--- src/rtl/uart_rx.sv ---
// UART receiver: start, even parity, 8 data bits LSB first, stop.
// Samples each bit at its centre from a two-flop synchronised copy of the line.
//
// state  | meaning
// IDLE   | line idle, waiting for rxs low
// START  | confirm start bit at its centre; a high sample is a glitch
// PARITY | sample parity bit
// DATA   | sample 8 data bits, LSB first
// STOP   | sample stop bit, publish byte and status, pulse valid
// BRK    | stop bit was low; wait for line to return high
module uart_rx #(
  parameter int clksPerBit = 87
) (
  input  logic       i_clkRx,
  input  logic       i_rstnRx,
  input  logic       i_dataRx,
  output logic [7:0] o_bitsRx,
  output logic       o_validRx,
  output logic       o_parityErrorRx,
  output logic       o_frameErrorRx,
  output logic       o_busyRx
);

  localparam int CW = $clog2(clksPerBit) + 1;
  localparam logic [CW-1:0] HALF = CW'((clksPerBit - 1) / 2);
  localparam logic [CW-1:0] FULL = CW'(clksPerBit - 1);

  typedef enum logic [2:0] {IDLE, START, PARITY, DATA, STOP, BRK} state_t;

  state_t        r_state, w_state_nx;
  logic          r_sync1, r_rxs;
  logic [CW-1:0] r_cnt, w_cnt_nx;
  logic [2:0]    r_idx, w_idx_nx;
  logic [7:0]    r_shift, w_shift_nx;
  logic          r_par, w_par_nx;
  logic [7:0]    w_bits_nx;
  logic          w_valid_nx, w_perr_nx, w_ferr_nx;

  always_ff @(posedge i_clkRx or negedge i_rstnRx) begin
    if (!i_rstnRx) begin
      r_sync1         <= 1'b1;
      r_rxs           <= 1'b1;
      r_state         <= IDLE;
      r_cnt           <= '0;
      r_idx           <= '0;
      r_shift         <= '0;
      r_par           <= 1'b0;
      o_bitsRx        <= '0;
      o_validRx       <= 1'b0;
      o_parityErrorRx <= 1'b0;
      o_frameErrorRx  <= 1'b0;
    end else begin
      r_sync1         <= i_dataRx;
      r_rxs           <= r_sync1;
      r_state         <= w_state_nx;
      r_cnt           <= w_cnt_nx;
      r_idx           <= w_idx_nx;
      r_shift         <= w_shift_nx;
      r_par           <= w_par_nx;
      o_bitsRx        <= w_bits_nx;
      o_validRx       <= w_valid_nx;
      o_parityErrorRx <= w_perr_nx;
      o_frameErrorRx  <= w_ferr_nx;
    end
  end

  always_comb begin
    w_state_nx = r_state;
    w_cnt_nx   = r_cnt;
    w_idx_nx   = r_idx;
    w_shift_nx = r_shift;
    w_par_nx   = r_par;
    w_bits_nx  = o_bitsRx;
    w_valid_nx = 1'b0;
    w_perr_nx  = o_parityErrorRx;
    w_ferr_nx  = o_frameErrorRx;
    case (r_state)
      IDLE: begin
        w_cnt_nx = '0;
        w_idx_nx = '0;
        if (!r_rxs) w_state_nx = START;
      end
      START: begin
        if (r_cnt < HALF) w_cnt_nx = r_cnt + 1'b1;
        else begin
          w_cnt_nx   = '0;
          w_state_nx = r_rxs ? IDLE : PARITY;
        end
      end
      PARITY: begin
        if (r_cnt < FULL) w_cnt_nx = r_cnt + 1'b1;
        else begin
          w_cnt_nx   = '0;
          w_par_nx   = r_rxs;
          w_state_nx = DATA;
        end
      end
      DATA: begin
        if (r_cnt < FULL) w_cnt_nx = r_cnt + 1'b1;
        else begin
          w_cnt_nx          = '0;
          w_shift_nx[r_idx] = r_rxs;
          if (r_idx == 3'd7) begin
            w_idx_nx   = '0;
            w_state_nx = STOP;
          end else begin
            w_idx_nx = r_idx + 1'b1;
          end
        end
      end
      STOP: begin
        if (r_cnt < FULL) w_cnt_nx = r_cnt + 1'b1;
        else begin
          // Errored frames are still reported; flags hold until the next frame.
          w_cnt_nx   = '0;
          w_bits_nx  = r_shift;
          w_perr_nx  = ^{r_shift, r_par};
          w_ferr_nx  = ~r_rxs;
          w_valid_nx = 1'b1;
          w_state_nx = r_rxs ? IDLE : BRK;
        end
      end
      BRK: begin
        if (r_rxs) w_state_nx = IDLE;
      end
      default: w_state_nx = IDLE;
    endcase
  end

  assign o_busyRx = (r_state != IDLE);

endmodule

--- config.mk ---
export PLATFORM = sky130hd
export DESIGN_NAME = uart_rx
export DESIGN_NICKNAME = d
export VERILOG_FILES = /design/src/rtl/uart_rx.sv
export SDC_FILE = /design/constraint.sdc
export NUM_CORES = 1
export LEC_CHECK = 0
export CELL_PAD_IN_SITES_DETAIL_PLACEMENT = 1
export CELL_PAD_IN_SITES_GLOBAL_PLACEMENT = 2
export CORE_ASPECT_RATIO = 1.1
export CORE_MARGIN = 2
export CORE_UTILIZATION = 38
export DETAILED_ROUTE_END_ITERATION = 10
export HOLD_SLACK_MARGIN = 0.12
export MAX_ROUTING_LAYER = met4
export PLACE_DENSITY_LB_ADDON = 0.1
export SETUP_SLACK_MARGIN = 0.4
export SLEW_MARGIN = 30
export SYNTH_ARGS = -nofsm -noshare
export SYNTH_HDL_FRONTEND = slang
export SYNTH_SLANG_ARGS = --single-unit
export TNS_END_PERCENT = 100
--- constraint.sdc ---
create_clock -name i_clkRx -period 1.95 [get_ports i_clkRx]
set_input_delay 0.39 -clock i_clkRx [delete_from_list [all_inputs] [get_ports i_clkRx]]
set_output_delay 0.39 -clock i_clkRx [all_outputs]
set_load 0.02 [all_outputs]
# ---- Yosys cells after proc, flatten, opt, wreduce, memory -nomap -nowiden
# Index checks and enable logic that the tools add are counted.
dict set report classes {
  bitwise_logic 2
  order_cmp 4
  eq_ne 13
  muxes 21
  reduce_logical 12
  n_addsub 2
}
# operator count
set op_table {}
lappend op_table {{$mux 3} 10}
lappend op_table {{$pmux 8 s3} 1}
lappend op_table {{$pmux 3 s6} 1}
lappend op_table {{$mux 8} 2}
lappend op_table {{$ne 2x2->1 const B} 7}
lappend op_table {{$eq 3x3->1 const B} 3}
lappend op_table {{$reduce_xor 9->1} 1}
lappend op_table {{$add 8x1->8 const B} 1}
lappend op_table {{$bwmux 8} 1}
lappend op_table {{$lt 8x6->1 const B} 1}
lappend op_table {{$lt 8x7->1 const B} 1}
lappend op_table {{$reduce_and 2->1} 4}
lappend op_table {{$reduce_and 7->1} 1}
lappend op_table {{$eq 3x2->1 const B} 2}
lappend op_table {{$pmux 3 s2} 1}
lappend op_table {{$reduce_bool 3->1} 2}
lappend op_table {{$lt 3x4->1 const B} 1}
lappend op_table {{$add 3x1->3 const B} 1}
lappend op_table {{$demux 1 s3} 1}
lappend op_table {{$eq 3x1->1 const B} 1}
lappend op_table {{$ge 3x1->1 const B} 1}
lappend op_table {{$logic_not 3->1} 1}
lappend op_table {{$mux 1} 3}
lappend op_table {{$reduce_or 3->1} 1}
lappend op_table {{4 further kinds} 5}
dict set report totals {
  in_bits 3
  wordCells 65
  regBits 36
}

# ---- Logic depth before layout (Yosys ltp)
dict set report depth {
  depth_word 5
  ltp_mapped 6
  ltp_nobuf 6
}

# ---- Worst setup path before layout
# No wires, ideal clock.
dict set report synth_timing {
  path_kind {reg2reg}
  startpoint {reg r_cnt[0]}
  endpoint {reg r_cnt[3]}
  stages_incl_launch_ff 7
  arrival_time_ns 1.623
  required_ns 1.873
  setup_slack_ns 0.250
  period_less_slack_ns 1.700
  path_cell_list {dfrtp_1 > ha_1 > o21a_1 > o21ai_0 > a2bb2oi_1 > or4_1 > o21ai_1}
}
dict set report synth_via {
  elab_chain_cells 3
  elab_cells_between_ends 6
  cone_classes {add/sub: 1; order compare: 2; mux: 3}
}
# element line_no
set synth_lines {}
lappend synth_lines {{from (decl)} 32} ;# logic [CW-1:0] r_cnt, w_cnt_nx;
lappend synth_lines {{from (signal assigned)} 56} ;# r_cnt <= w_cnt_nx;
lappend synth_lines {{$add 8x1->8 (tied with other cells)} --}
lappend synth_lines {{$mux 8, on equally long branches} --}
lappend synth_lines {{$pmux 8 s3 (*)} 77} ;# case (r_state)
# Every way passes the cells marked *; elsewhere a longest branch is shown, timed or not.
# A chain may end at the register's enable or synchronous reset.

# ---- Final worst setup path
dict set report layout_timing {
  startpoint {reg r_cnt[6]}
  endpoint {reg r_shift[2]}
}
dict set report layout_via {
  elab_chain_cells 3
}
# element line_no
set layout_lines {}
lappend layout_lines {{$lt 8x7->1} 99} ;# if (r_cnt < FULL) w_cnt_nx = r_cnt + 1'b1;
lappend layout_lines {{$not 1->1 (no line)} --}
lappend layout_lines {{$reduce_and 2->1 (no line)} --}
lappend layout_lines {{to (signal assigned)} 58} ;# r_shift <= w_shift_nx;
lappend layout_lines {{to (decl)} 34} ;# logic [7:0] r_shift, w_shift_nx;
# Every way passes these cells.

==> results.yml <==
die:
  core-area_sq_mm: 0.00438
  chipHeight_um: 75.3
  dieArea_sq_mm: 0.00518
  pin_count: 15
  initial_utilization_pct: 40.1
  die_x_um: 68.8
  rows: 25
yosys:
  yosys.area_share.adder_pct: 2.14
  syn_inst: 153
  ys_types: 40
  syn_avg_cell_area_sq_um: 11.5
  syn_area_sq_mm: 0.00175
  synth_nets: 159
  synth_top_family_by_area: "simple AND/OR/NAND/NOR gates"
  synth-simple-area-share_pct: 16.3
  synth_xor_xnor_area_share_pct: 5.99
  yosys_warnings: 0
  synthMuxAreaShare_pct: 11.5
  synth-seq-area-share_pct: 51.5
  synth_compound_area_share_pct: 9.42
  ys_ff_latch: 36
global_route:
  grt_max_degree: 37
  grt_pass1_wl_um: 6250
  grt-ovfl-total: 0
  grt_use_total_pct: 17.4
  antenna_found_initial: 0
  grt_pass1_vias: 1305
power:
  power_density_mw_per_mm2: 668
  total_leakage_power_nw: 1.11
  ir_drop_uv: 336
cts:
  htree_levels: 2
  cts.path.max_buffers: 2
  tritoncts: "done"
  numCtsBuffers: 5
  cts.sinks: 36
  clock_latency_ns: 0.28
  root_buffer: "clkbuf_8"
  hold_buffers: 0
  path_clk_slew_ns: 0.07
timing:
  relSlewSlack_pct: 69.7
  max_freq_mhz: 558
  worstMarginPinSlew_ns: 0.455
  min_period_ns: 1.79
  finalCritPeriodShare_pct: 91.9
  rsz0062_at_grt: "yes"
  final-setup-viol-count: 0
  fin_skew_ns: 0.00593
  hold_violations: 0
  drv_slew: 0
  fin_tns_setup_ns: 0
routing:
  dr.pass1.iters: 2
  viasPerCell: 5.27
  wire_per_inst_um: 16.2
  drtIter0Drc: 25
  wl_um: 3920
  ant_nets: 0
  vias: 1275
  drc_errors: 0
worst_setup_path:
  cp_max_fo: 7
  crit_type: "reg2reg"
  crit_required_ns: 2.12
  critPathArrivalTime_ns: 1.96
  critPathLaunchType: "register"
  cp-end-kind: "register"
  rrSetupSlack_ns: 0.16
outcome:
  status: "finished clean"
placement:
  io_buffers: 14
  gp_congestion: 0.740
  dp_hpwl_um: 2530
finish:
  final_nets: 193
  syn2layout_area_growth_pct: 35.8
  antenna-diode-count: 0
  fin_util_pct: 54.4
  drive_above_1_share_pct: 41.0
worst_hold_path:
  min_path_type: "reg2reg"
job:
  drv_cap: 0
sequential cells by signal (all words and copies together), names as in the netlist:
signal	count
o_frameErrorRx	1
r_state	3
o_parityErrorRx	1
r_cnt	8
r_par	1
r_idx	3
r_rxs	1
r_shift	8
o_validRx	1
r_sync1	1
o_bitsRx	8
critical path, cell delays in order, from the launching register on:
cell,delay [ns]
dfrtp_1,0.45
nand2_2,0.09
o21ai_4,0.19
nand4b_4,0.22
nor4b_4,0.40
mux2_4,0.34
cells in the final DEF, fill, tap and decap left out, types with 3 or more instances in the layout:
cell type	instances
dfrtp_2	4
dlygate4sd2_1	10
mux2_2	7
nor2_2	3
xnor2_1	8
mux2_1	3
buf_6	7
o21ai_0	3
nand3_1	6
xor2_1	4
dfrtp_1	30
nand2_1	7
a21oi_1	3
clkbuf_8	5
o21ai_1	4
nor2_1	9
o21ai_2	3
inv_1	4
mux2_4	7
buf_4	16
cell usage after synthesis:
master / n / area, sq um
dfrtp_1: 34 / 851
or4_1: 1 / 7.51
nand3_1: 8 / 40.0
a2bb2oi_1: 1 / 8.76
o21ai_2: 1 / 8.76
mux2_1: 9 / 101
a21oi_1: 5 / 25.0
o21ai_0: 6 / 30.0
nor3_2: 1 / 10.0
o2bb2ai_1: 1 / 8.76
or2_1: 1 / 6.26
o21ai_1: 4 / 20.0
a22o_1: 1 / 8.76
ha_1: 3 / 37.5
nor2_1: 13 / 48.8
mux2_2: 8 / 90.1
nand4_1: 1 / 6.26
o31ai_1: 2 / 15.0
mux2i_1: 1 / 10.0
nor4b_2: 3 / 45.0
and4bb_1: 1 / 12.5
nor3_1: 2 / 10.0
nand2b_1: 1 / 6.26
xor2_1: 4 / 35.0
dfstp_2: 2 / 52.6
o41ai_1: 1 / 8.76
buf_1: 3 / 11.3
xnor2_1: 8 / 70.1
a221oi_1: 1 / 8.76
o21a_1: 2 / 15.0
nand4b_4: 1 / 23.8
clkbuf_1: 2 / 7.51
buf_4: 1 / 7.51
buf_2: 3 / 15.0
nand2_1: 8 / 30.0
nand3b_1: 1 / 7.51
nor4_2: 2 / 25.0
a21o_1: 1 / 7.51
inv_1: 4 / 15.0
or3_1: 1 / 6.26
report_power, final:
part	internal [mW]	switching (mW)	total [mW]
clock	0.379	0.258	0.638
combinational	0.0756	0.0953	0.171
sequential	0.765	0.0163	0.782
total	1.22	0.370	1.59
repair_timing:
action,CTS,global route
buffers inserted,9,4
hold endpoints to repair,0,0
endpoints found under the setup margin,37,34
resized for setup,25,33
pin swaps,7,8
cell families after synthesis:
family | Yosys count
muxes | 18
and+or+nand+nor | 45
buffers and inverters | 13
adders and majority gates | 3
xor gates and xnor gates | 12
AOI/OAI and AO/OA | 26
DFF | 36
layer usage:
layer | share of wire (%) | vias up | global-route usage [%]
met1 | 39 | 641 | 17.5
met2 | 56 | 18 | 31.7
met4 | 2.5 | 0 | 7.19
met5 | 0 | - | -
li1 | - | 608 | -
met3 | 2.6 | 8 | 4.04
final timing paths:
kind	from	end	depth (start not counted)
max	r_cnt[6]	r_shift[2]	5
min in group asynchronous	i_rstnRx	o_validRx	2
max in group asynchronous	i_rstnRx	r_rxs	2
min reg2reg	r_sync1	r_rxs	0
max reg2reg	r_cnt[6]	r_shift[2]	5
min	r_sync1	r_rxs	0
area by class of cell:
type / instances / area, sq um
fillers: 448 / 2000
multi-input cells: 104 / 965
flip-flops and latches: 36 / 908
repair buffers: 36 / 319
clock buffers: 6 / 72.6
well taps: 54 / 67.6
clock inverters: 2 / 35.0
inverters: 4 / 15.0
through the flow:
step           hold WS [ns]  total power [mW]  std cells  setup slack, ns  cell area [sq um]
2_1_floorplan        0.0944             0.867        153            0.337               1780
3_3_place_gp          0.346             0.919        221            0.184               2010
3_5_place_dp          0.349             0.925        221            0.163               2010
4_1_cts               0.359              1.59        238            0.247               2210
5_1_grt               0.360              1.68        242            0.113               2380
6_report              0.358              1.59        242            0.157               2380
(Power assumes the default switching activity.)
